`src/rtl/vga_line_fetch.sv`:
```
// VGA line prefetch: copies one 256-byte framebuffer row (64 words) from memory into the line buffer.
// Optional VGA_LINE_REPEAT_EN skips the fetch when the requested row is already in the buffer.
module vga_line_fetch #(
  parameter logic [15:0] FB_BASE = 16'h4000,
  parameter int unsigned LINES   = 192
) (
  input  logic        clk,
  input  logic        rst_n,
  input  logic        line_start,
  input  logic [7:0]  line_num,
  output logic        mem_req,
  output logic [15:0] mem_addr,
  input  logic        mem_ack,
  input  logic [31:0] mem_data,
  output logic        wr_en,
  output logic [5:0]  wr_addr,
  output logic [31:0] wr_data,
  output logic        busy,
  output logic        done,
  output logic        overrun
);

  typedef enum logic {IDLE, FETCH} state_t;

  state_t      state, state_n;
  logic [15:0] row_base, row_base_n, mem_addr_n, new_base;
  logic [5:0]  widx, widx_n, wr_addr_n;
  logic [31:0] wr_data_n;
  logic        wr_en_n, done_n, overrun_n;
  logic        line_ok, repeat_hit;

  assign line_ok  = {24'd0, line_num} < LINES;
  assign new_base = FB_BASE + {line_num, 8'h00};
  assign mem_req  = (state == FETCH);
  assign busy     = (state == FETCH);

`ifdef VGA_LINE_REPEAT_EN
  logic [7:0] row, last_row;
  logic       last_valid;

  assign repeat_hit = last_valid && (last_row == line_num);

  // row tracks the most recent line_start; any later line_start aborts, so at
  // completion it always names the row just written
  always_ff @(posedge clk or negedge rst_n) begin
    if (!rst_n) begin
      row        <= '0;
      last_row   <= '0;
      last_valid <= 1'b0;
    end else begin
      if (line_start)
        row <= line_num;
      if (state == FETCH && line_start)
        last_valid <= 1'b0;
      else if (state == FETCH && mem_ack && widx == 6'd63) begin
        last_valid <= 1'b1;
        last_row   <= row;
      end
    end
  end
`else
  assign repeat_hit = 1'b0;
`endif

  always_comb begin
    state_n    = state;
    row_base_n = row_base;
    widx_n     = widx;
    mem_addr_n = mem_addr;
    wr_en_n    = 1'b0;
    wr_addr_n  = wr_addr;
    wr_data_n  = wr_data;
    done_n     = 1'b0;
    overrun_n  = 1'b0;

    // An accepted word is always written, even in an abort cycle
    if (mem_req && mem_ack) begin
      wr_en_n   = 1'b1;
      wr_addr_n = widx;
      wr_data_n = mem_data;
    end

    unique case (state)
      IDLE: begin
        if (line_start && line_ok) begin
          if (repeat_hit) begin
            done_n = 1'b1;
          end else begin
            state_n    = FETCH;
            row_base_n = new_base;
            widx_n     = '0;
            mem_addr_n = new_base;
          end
        end
      end
      FETCH: begin
        if (line_start) begin
          overrun_n = 1'b1;
          if (line_ok) begin
            row_base_n = new_base;
            widx_n     = '0;
            mem_addr_n = new_base;
          end else begin
            state_n = IDLE;
          end
        end else if (mem_ack) begin
          if (widx == 6'd63) begin
            state_n = IDLE;
            done_n  = 1'b1;
          end else begin
            widx_n     = widx + 6'd1;
            mem_addr_n = row_base + {8'h00, widx + 6'd1, 2'b00};
          end
        end
      end
      default: state_n = IDLE;
    endcase
  end

  always_ff @(posedge clk or negedge rst_n) begin
    if (!rst_n) begin
      state    <= IDLE;
      row_base <= '0;
      widx     <= '0;
      mem_addr <= '0;
      wr_en    <= 1'b0;
      wr_addr  <= '0;
      wr_data  <= '0;
      done     <= 1'b0;
      overrun  <= 1'b0;
    end else begin
      state    <= state_n;
      row_base <= row_base_n;
      widx     <= widx_n;
      mem_addr <= mem_addr_n;
      wr_en    <= wr_en_n;
      wr_addr  <= wr_addr_n;
      wr_data  <= wr_data_n;
      done     <= done_n;
      overrun  <= overrun_n;
    end
  end

endmodule

```
`config.mk`:
```
export PLATFORM = sky130hd
export DESIGN_NAME = vga_line_fetch
export DESIGN_NICKNAME = d
export VERILOG_FILES = /design/src/rtl/vga_line_fetch.sv
export SDC_FILE = /design/constraint.sdc
export NUM_CORES = 1
export LEC_CHECK = 0
export BUFFER_PORTS_ARGS = -buffer_cell sky130_fd_sc_hd__buf_4
export CORE_UTILIZATION = 48
export DETAILED_ROUTE_END_ITERATION = 10
export GPL_ROUTABILITY_DRIVEN = 0
export GPL_TIMING_DRIVEN = 0
export PLACE_DENSITY = 0.79
export SYNTH_ARGS = -nofsm -noshare
export SYNTH_HDL_FRONTEND = slang
export SYNTH_SLANG_ARGS = --single-unit
```
`constraint.sdc`:
```
create_clock -name clk -period 2.2 [get_ports clk]
set_input_delay 0.11 -clock clk [delete_from_list [all_inputs] [get_ports clk]]
set_output_delay 0.11 -clock clk [all_outputs]
set_load 0.03 [all_outputs]
```
==> impl_metrics.csv, run 1 <==
group,metric,value,unit
timing,period_needed,1800,ps
worst_setup_path,reg2reg_slack,400,ps
worst_setup_path,critical_path.startpoint,"widx[0]$_DFFE_PN0P_",
worst_setup_path,rr_endpoint,"mem_addr[14]$_DFFE_PN0P_",
run_status,status,"finished, final reports clean",
timing,hold_viol_final,0,
floorplanning,rows,26,
placement,portBuffers,100,
worst_setup_path,start_kind,"flop",
global_routing,antenna_found_initial,0,
synth,synthDistinctLibCells,29,
worst_setup_path,crit_required,2410,ps
floorplanning,die-height,75.8,um
cells_and_area,drive_gt1_share,57.0,%
timing,rsz0062_at_grt,"false",
pwr,peakVddDrop,715,uV
worst_setup_path,max_stage_delay,470,ps
cts,numCtsBuffers,9,
floorplanning,dieArea,5750,um^2
routing,detail_route.wl_per_cell,13.5,um
synth,synth-seq-cells,64,
worst_setup_path,criticalPathCategory,"flop to flop",
cells_and_area,fill_cells,411,
global_routing,grt_pass1_wl,7650,um
worst_setup_path,timing.critical_path.buf_inv,1,
floorplanning,start_util,50.6,%
routing,dr_total_vias,1857,
worst_setup_path,critPathArrivalTime,2010,ps
cts,post_cts_resize_count,0,
worst_setup_path,path_delay_family,"flip-flops",
synth,netlist_area,2620,um^2
timing,worst_pin_slew,794,ps
placement,place_ws,408,ps
worst_setup_path,crit_fanout,9,
cts,h-tree-depth,3,
global_routing,grt_max_degree,65,
worst_setup_path,end_kind,"flop",
worst_setup_path,cp.depth,6,
timing,fin_crit_sh,81.6,%
pwr,p_per_area,922,nW/um^2
synth,yosys_warnings,0,
floorplanning,core,5170,um^2
cts,cts_setup_buffers,0,
cts,clkLatencyLatePin,330,ps
routing,drt_iter0_markers,47,
cts,cts.sinks,64,
cts,cts.reportedPaths.clkPinSlew,70,ps
worst_hold_path,hold_path.class,"input port to flop",
timing,drv_slew,0,
cells_and_area,nets,349,
worst_setup_path,r2r_cells,6,
worst_setup_path,endpoint,"mem_addr[14]$_DFFE_PN0P_",
global_routing,grt_pass1_vias,1658,
placement,hpwl,3550,um
cells_and_area,n_antenna_cell,0,
synth,syn_area_per_cell,14.0,um^2
worst_setup_path,r2r_start,"widx[0]$_DFFE_PN0P_",
cts,cts_buffer_depth,2,
timing,slew_headroom,47.0,%
pwr,p_leak,1.84,nW
routing,vias_per_cell,4.93,
synth,syn_inst,187,
floorplanning,die_w,75.8,um
worst_setup_path,crit_slowest_cell,"dfrtp_1",
timing,clock-skew-final,4.20,ps
worst_setup_path,crit_chain,"ha_1 > nand2_1 > o21bai_4 > and2_1 > buf_6 > mux2_4",
global_routing,grt_usage,18.4,%
cts,cts_root_buf,"clkbuf_8",
routing,antenna_left,0,
timing,fmax,557,MHz
floorplanning,num_io_pins,103,
job,cap_violations,0,
global_routing,overflow,0,
timing,fin_tns_setup,0,ps
cells_and_area,area_growth,41.5,%
timing,final.setup.worst_slack,404,ps
timing,setup_viol,0,
routing,route.detailed.drc,0,
routing,wl,5080,um
cts,cts_tree,"built",
routing,dr.pass1.iters,4,
synth,ys_seq_area_share,61.2,%
-- what timing repair did --
item / in CTS / in global routing
setup endpoints to repair: 0 / 0
hold endpoints to repair: 66 / 1
hold buffers: 3 / 1
-- cell type report --
class / count / area, um^2 / share of cell area [%]
clock inverters: 3 / 40.0 / 1.08
multi-input cells: 109 / 936 / 25.3
inverters: 3 / 11.3 / 0.304
clock buffers: 12 / 165 / 4.46
plain buffers: 12 / 72.6 / 1.96
repair buffers: 104 / 791 / 21.3
well taps: 70 / 87.6 / 2.36
flip-flops and latches: 64 / 1600 / 43.2
-- cells in the final DEF (no fill, tap or decap) --
master and n:
buf_4 103, dfrtp_1 64, mux2_2 45, o21ai_0 14, clkbuf_8 12, nand3_1 11
buf_2 7, mux2i_1 7, nand2_1 5, dlygate4sd3_1 4, inv_1 3, nor2_1 3
a21oi_1 3, nor3_1 2, and2_1 2, xnor2_1 2, ha_1 2, conb_1 2
clkinv_2 2, nand3_2 1, nand3b_4 1, or2b_1 1, nand2b_1 1, clkbuf_1 1
o21bai_4 1, buf_6 1, mux2_4 1, nor4_1 1, a21o_1 1, xor2_1 1
o211ai_1 1, o2bb2ai_1 1, bufinv_16 1
-- through the flow --
step	util (%)	hold slack (ps)	total power, W	instance area (um^2)	instances
floorplan	-	-186	0.00202	2620	188
finish	71.6	10.3	0.00342	3700	377
CTS	71.4	1.40	0.00344	3690	376
global route	71.6	0.590	0.00357	3700	377
global placement	66.9	249	0.00239	3460	358
detailed placement	66.9	246	0.00242	3460	358
-- synth_stat cells --
master / n / area [um^2]
conb_1: 1 / 3.75
nand2b_1: 1 / 6.26
nor3_1: 2 / 10.0
nor4_1: 1 / 6.26
nand3_2: 1 / 10.0
buf_6: 1 / 11.3
xnor2_1: 2 / 17.5
clkbuf_1: 1 / 3.75
o21ai_0: 14 / 70.1
mux2_4: 1 / 15.0
mux2_2: 45 / 507
dfrtp_1: 64 / 1600
a21o_1: 1 / 7.51
o2bb2ai_1: 1 / 8.76
o211ai_1: 1 / 7.51
nand3b_4: 1 / 20.0
xor2_1: 1 / 8.76
and2_1: 2 / 12.5
nor2_1: 3 / 11.3
a21oi_1: 3 / 15.0
ha_1: 2 / 25.0
buf_4: 3 / 22.5
o21bai_4: 1 / 18.8
inv_1: 3 / 11.3
buf_2: 7 / 35.0
or2b_1: 1 / 7.51
nand2_1: 5 / 18.8
nand3_1: 11 / 55.1
mux2i_1: 7 / 70.1
-- cells by family after synthesis --
kind of cell | share of synthesized area [%]
flip-flops | 61.2
multiplexers | 22.6
AND/OR/NAND/NOR | 6.02
AO/OA/AOI/OAI | 4.88
buffers and inverters | 3.20
XOR/XNOR | 1.00
adder cells (fa/ha/maj) | 0.956
other | 0.143
-- per-layer routing --
metal	GRT usage, %	wire length (um)	vias up
li1	-	-	883
met1	23.4	2170	896
met2	28.6	2390	70
met3	5.29	443	8
met4	9.26	76	0
met5	0	0	-
-- where the power goes --
part           total, W  internal, W  switching [W]  leakage [nW]
Clock           0.00103     0.000606       0.000421         0.108
Sequential      0.00145      0.00135      0.0000987         0.781
Combinational  0.000939     0.000414       0.000525         0.948
-- registers in the layout, indices dropped and copies added (netlist names) --
signal,flops
mem_addr,9
widx,5
wr_en,1
overrun,1
wr_data,32
busy,1
done,1
row_base,8
wr_addr,6
-- worst min path at each step --
stage	startpoint	end	slack (ps)	cells after the start
after CTS	mem_data[25]	wr_data[25]$_DFFE_PN0P_	1	2
after floorplan	rst_n	busy$_DFF_PN0_	-190	0
after global routing	mem_data[4]	wr_data[4]$_DFFE_PN0P_	0.6	2
after detailed placement	rst_n	wr_data[0]$_DFFE_PN0P_	250	1
after global placement	rst_n	wr_data[0]$_DFFE_PN0P_	250	1
final	line_num[6]	row_base[14]$_DFFE_PN0P_	10	2
Note: power is estimated with default switching activity, not from simulation.
==> inputs of run 2 (changes only) <==
--- a/config.mk
+++ b/config.mk
@@ -5,12 +5,13 @@
 export SDC_FILE = /design/constraint.sdc
 export NUM_CORES = 1
 export LEC_CHECK = 0
+export ABC_AREA = 1
 export BUFFER_PORTS_ARGS = -buffer_cell sky130_fd_sc_hd__buf_4
-export CORE_UTILIZATION = 48
+export CORE_UTILIZATION = 44
 export DETAILED_ROUTE_END_ITERATION = 10
 export GPL_ROUTABILITY_DRIVEN = 0
 export GPL_TIMING_DRIVEN = 0
-export PLACE_DENSITY = 0.79
+export PLACE_DENSITY = 0.76
 export SYNTH_ARGS = -nofsm -noshare
 export SYNTH_HDL_FRONTEND = slang
 export SYNTH_SLANG_ARGS = --single-unit
==> constraint.sdc (replaced) <==
create_clock -name clk -period 1.6 [get_ports clk]
set_input_delay 0.08 -clock clk [delete_from_list [all_inputs] [get_ports clk]]
set_output_delay 0.08 -clock clk [all_outputs]
set_load 0.03 [all_outputs]
==> impl_metrics.csv, run 2 <==
group,metric,value,unit
run_status,status,"finished, final reports clean",
pwr,p_leak,2.23,nW
timing,period_needed,1460,ps
routing,dr_wl_met3,462,um
global_routing,grt_max_degree,65,
timing,clock-skew-final,4.05,ps
pwr,power,0.00435,W
routing,wl,7130,um
floorplanning,die_w,79.8,um
worst_hold_path,min_path_cells,3,
pwr,p_per_area,1080,nW/um^2
pwr,swShare,33.3,%
routing,route.met2.wl,3470,um
timing,drv_slew,0,
cells_and_area,n_antenna_cell,0,
synth,synth_edf_count,0,
floorplanning,num_io_pins,103,
synth,synth_area_leaders,"dfrtp_1, nand2_1, nand3_1",
synth,synth_commonest_cells,"nand2_1, dfrtp_1, nand3_1",
cts,cts.sinks,64,
synth,synth_ff_type,"dfrtp_1",
worst_setup_path,r2r_cells,6,
cells_and_area,multi_input_area,910,um^2
cells_and_area,largest_register_ffs,32,
floorplanning,dieArea,6370,um^2
global_routing,grt_pass1_wl,11600,um
cells_and_area,fill_cells,428,
worst_setup_path,start_kind,"flop",
pwr,power_switching,0.00145,W
routing,dr.pass1.iters,4,
worst_setup_path,critPathArrivalTime,1680,ps
worst_setup_path,criticalPathCategory,"flop to flop",
routing,top_layer,"met4",
routing,dr_total_vias,2520,
timing,fin_tns_setup,0,ps
cells_and_area,final_common_cell,"nand2_1",
cts,cts_tree,"built",
cells_and_area,fin_cells,535,
synth,syn_inst,311,
synth,synth-seq-cells,64,
floorplanning,core,5680,um^2
cells_and_area,mostFrequentLayoutCells,"nand2_1, buf_4, dfrtp_1, dlygate4sd3_1, nand3_1",
cts,numCtsBuffers,9,
timing,fmax,686,MHz
global_routing,grt_usage,24.2,%
routing,vias_per_cell,4.71,
cells_and_area,largestRegisters,"wr_data: 32 flops, mem_addr: 9 flops, row_base: 8 flops",
synth,synthDistinctLibCells,24,
pwr,pwr-share-comb,28.9,%
placement,hpwl,4610,um
worst_setup_path,end_kind,"flop",
synth,ys_seq_area_share,60.2,%
cts,cts_buffer_depth,2,
cts,post_cts_resize_count,0,
pwr,peakVddDrop,628,uV
timing,hold_viol_final,0,
cells_and_area,area_growth,51.3,%
routing,route.detailed.drc,0,
synth,netlist_area,2660,um^2
pwr,seqPwrFrac,44.8,%
synth,yosys.area.top_type,"dfrtp_1",
timing,slew_headroom,46.6,%
cells_and_area,drive_gt1_share,28.1,%
routing,detail_route.wl_per_cell,13.3,um
cts,h-tree-depth,3,
synth,syn_area_per_cell,8.56,um^2
synth,netlist.area_leader.share,60.2,%
worst_setup_path,crit_fanout,8,
floorplanning,start_util,46.9,%
worst_setup_path,crit_required,1820,ps
synth,async_reset_ff_share,100,%
cts,cts_root_buf,"clkbuf_8",
synth,yosys_warnings,0,
cells_and_area,nets,506,
global_routing,overflow,0,
routing,antenna_left,0,
placement,dp.cells,484,
floorplanning,rows,27,
timing,fin_crit_sh,91.1,%
cells_and_area,top_register,"wr_data",
cts,clkLatencyLatePin,330,ps
pwr,clkPwrFrac,26.3,%
timing,worst_pin_slew,801,ps
synth,yosysMostFrequentCell,"nand2_1",
routing,drt_iter0_markers,121,
cells_and_area,regArea,1600,um^2
job,cap_violations,0,
routing,wl_met1,3080,um
pwr,internal_power,0.00290,W
floorplanning,die-height,79.8,um
global_routing,grt_pass1_vias,2513,
timing,setup_viol,0,
cts,cts.reportedPaths.clkPinSlew,60,ps
global_routing,antenna_found_initial,0,
worst_hold_path,hold_path.class,"input port to flop",
placement,portBuffers,100,
[run 2: worst paths after layout]
path | to | start | slack [ps]
setup / recovery | mem_addr[9]$_DFFE_PN0P_ | widx[0]$_DFFE_PN0P_ | 140
hold / removal | row_base[12]$_DFFE_PN0P_ | line_num[4] | 7
setup reg to reg | mem_addr[9]$_DFFE_PN0P_ | widx[0]$_DFFE_PN0P_ | 140
hold reg to reg | wr_data[27]$_DFFE_PN0P_ | wr_data[27]$_DFFE_PN0P_ | 490
max in group asynchronous | mem_addr[15]$_DFFE_PN0P_ | rst_n | 690
min in group asynchronous | wr_data[0]$_DFFE_PN0P_ | rst_n | 390
[run 2: cell families (layout without fill, tap and decap cells)]
kind of cell,count (synthesis),count (layout),synth area share [%]
AOI/OAI and AO/OA,22,22,4.56
adders and majority gates,2,2,0.940
buffers and inverters,34,185,5.83
DFF,64,64,60.2
other,1,2,0.141
and+or+nand+nor,188,188,28.4
[run 2: area by class of cell]
cell class              count  area share [%]
repair buffers            137            27.8
plain buffers              16            2.17
well taps                  72            2.24
clock inverters             1           0.124
multi-input cells         214            22.6
flip-flops and latches     64            39.8
clock buffers              13            3.70
inverters                  18            1.68
[run 2: worst max-delay path, stage by stage, from the launching register on]
cell     delay, ps
dfrtp_1        420
ha_1           240
nand3_2        150
o21ai_4        240
nand2_2        160
nand2_1         90
nand2_1         50
[run 2: stage by stage]
stage / area (um^2) / utilization (%) / hold WS [ps] / setup WS, ps
final: 4030 / 71.0 / 6.77 / 142
after global routing: 4030 / 71.0 / 11.1 / -10.1
after CTS: 4020 / 70.9 / 0.0118 / 123
after detailed placement: 3510 / 61.8 / 219 / 148
after global placement: 3510 / 61.8 / 216 / 158
after floorplan: 2670 / - / -216 / 107
[run 2: timing repair]
| action | CTS | global route |
|---|---|---|
| endpoints found under the setup margin | 0 | 8 |
| hold endpoints to repair | 99 | 0 |
| hold buffers | 36 | 0 |
| setup buffers | 0 | 1 |
[run 2: per-layer routing]
metal  global-route usage (%)  vias to the layer above
met5                        0                        -
met2                     41.7                       90
met4                     9.64                        0
li1                         -                     1253
met3                     5.14                       11
met1                     29.4                     1166
[run 2: power groups by stage]
| stage | combinational (W) | sequential (W) | clock [W] |
|---|---|---|---|
| 5_1_grt | 0.00135 | 0.00197 | 0.00125 |
| 3_3_place_gp | 0.00115 | 0.00196 | 0 |
| 6_report | 0.00126 | 0.00195 | 0.00114 |
| 2_1_floorplan | 0.000298 | 0.00233 | 0 |
| 4_1_cts | 0.00125 | 0.00194 | 0.00117 |
| 3_5_place_dp | 0.00118 | 0.00197 | 0 |
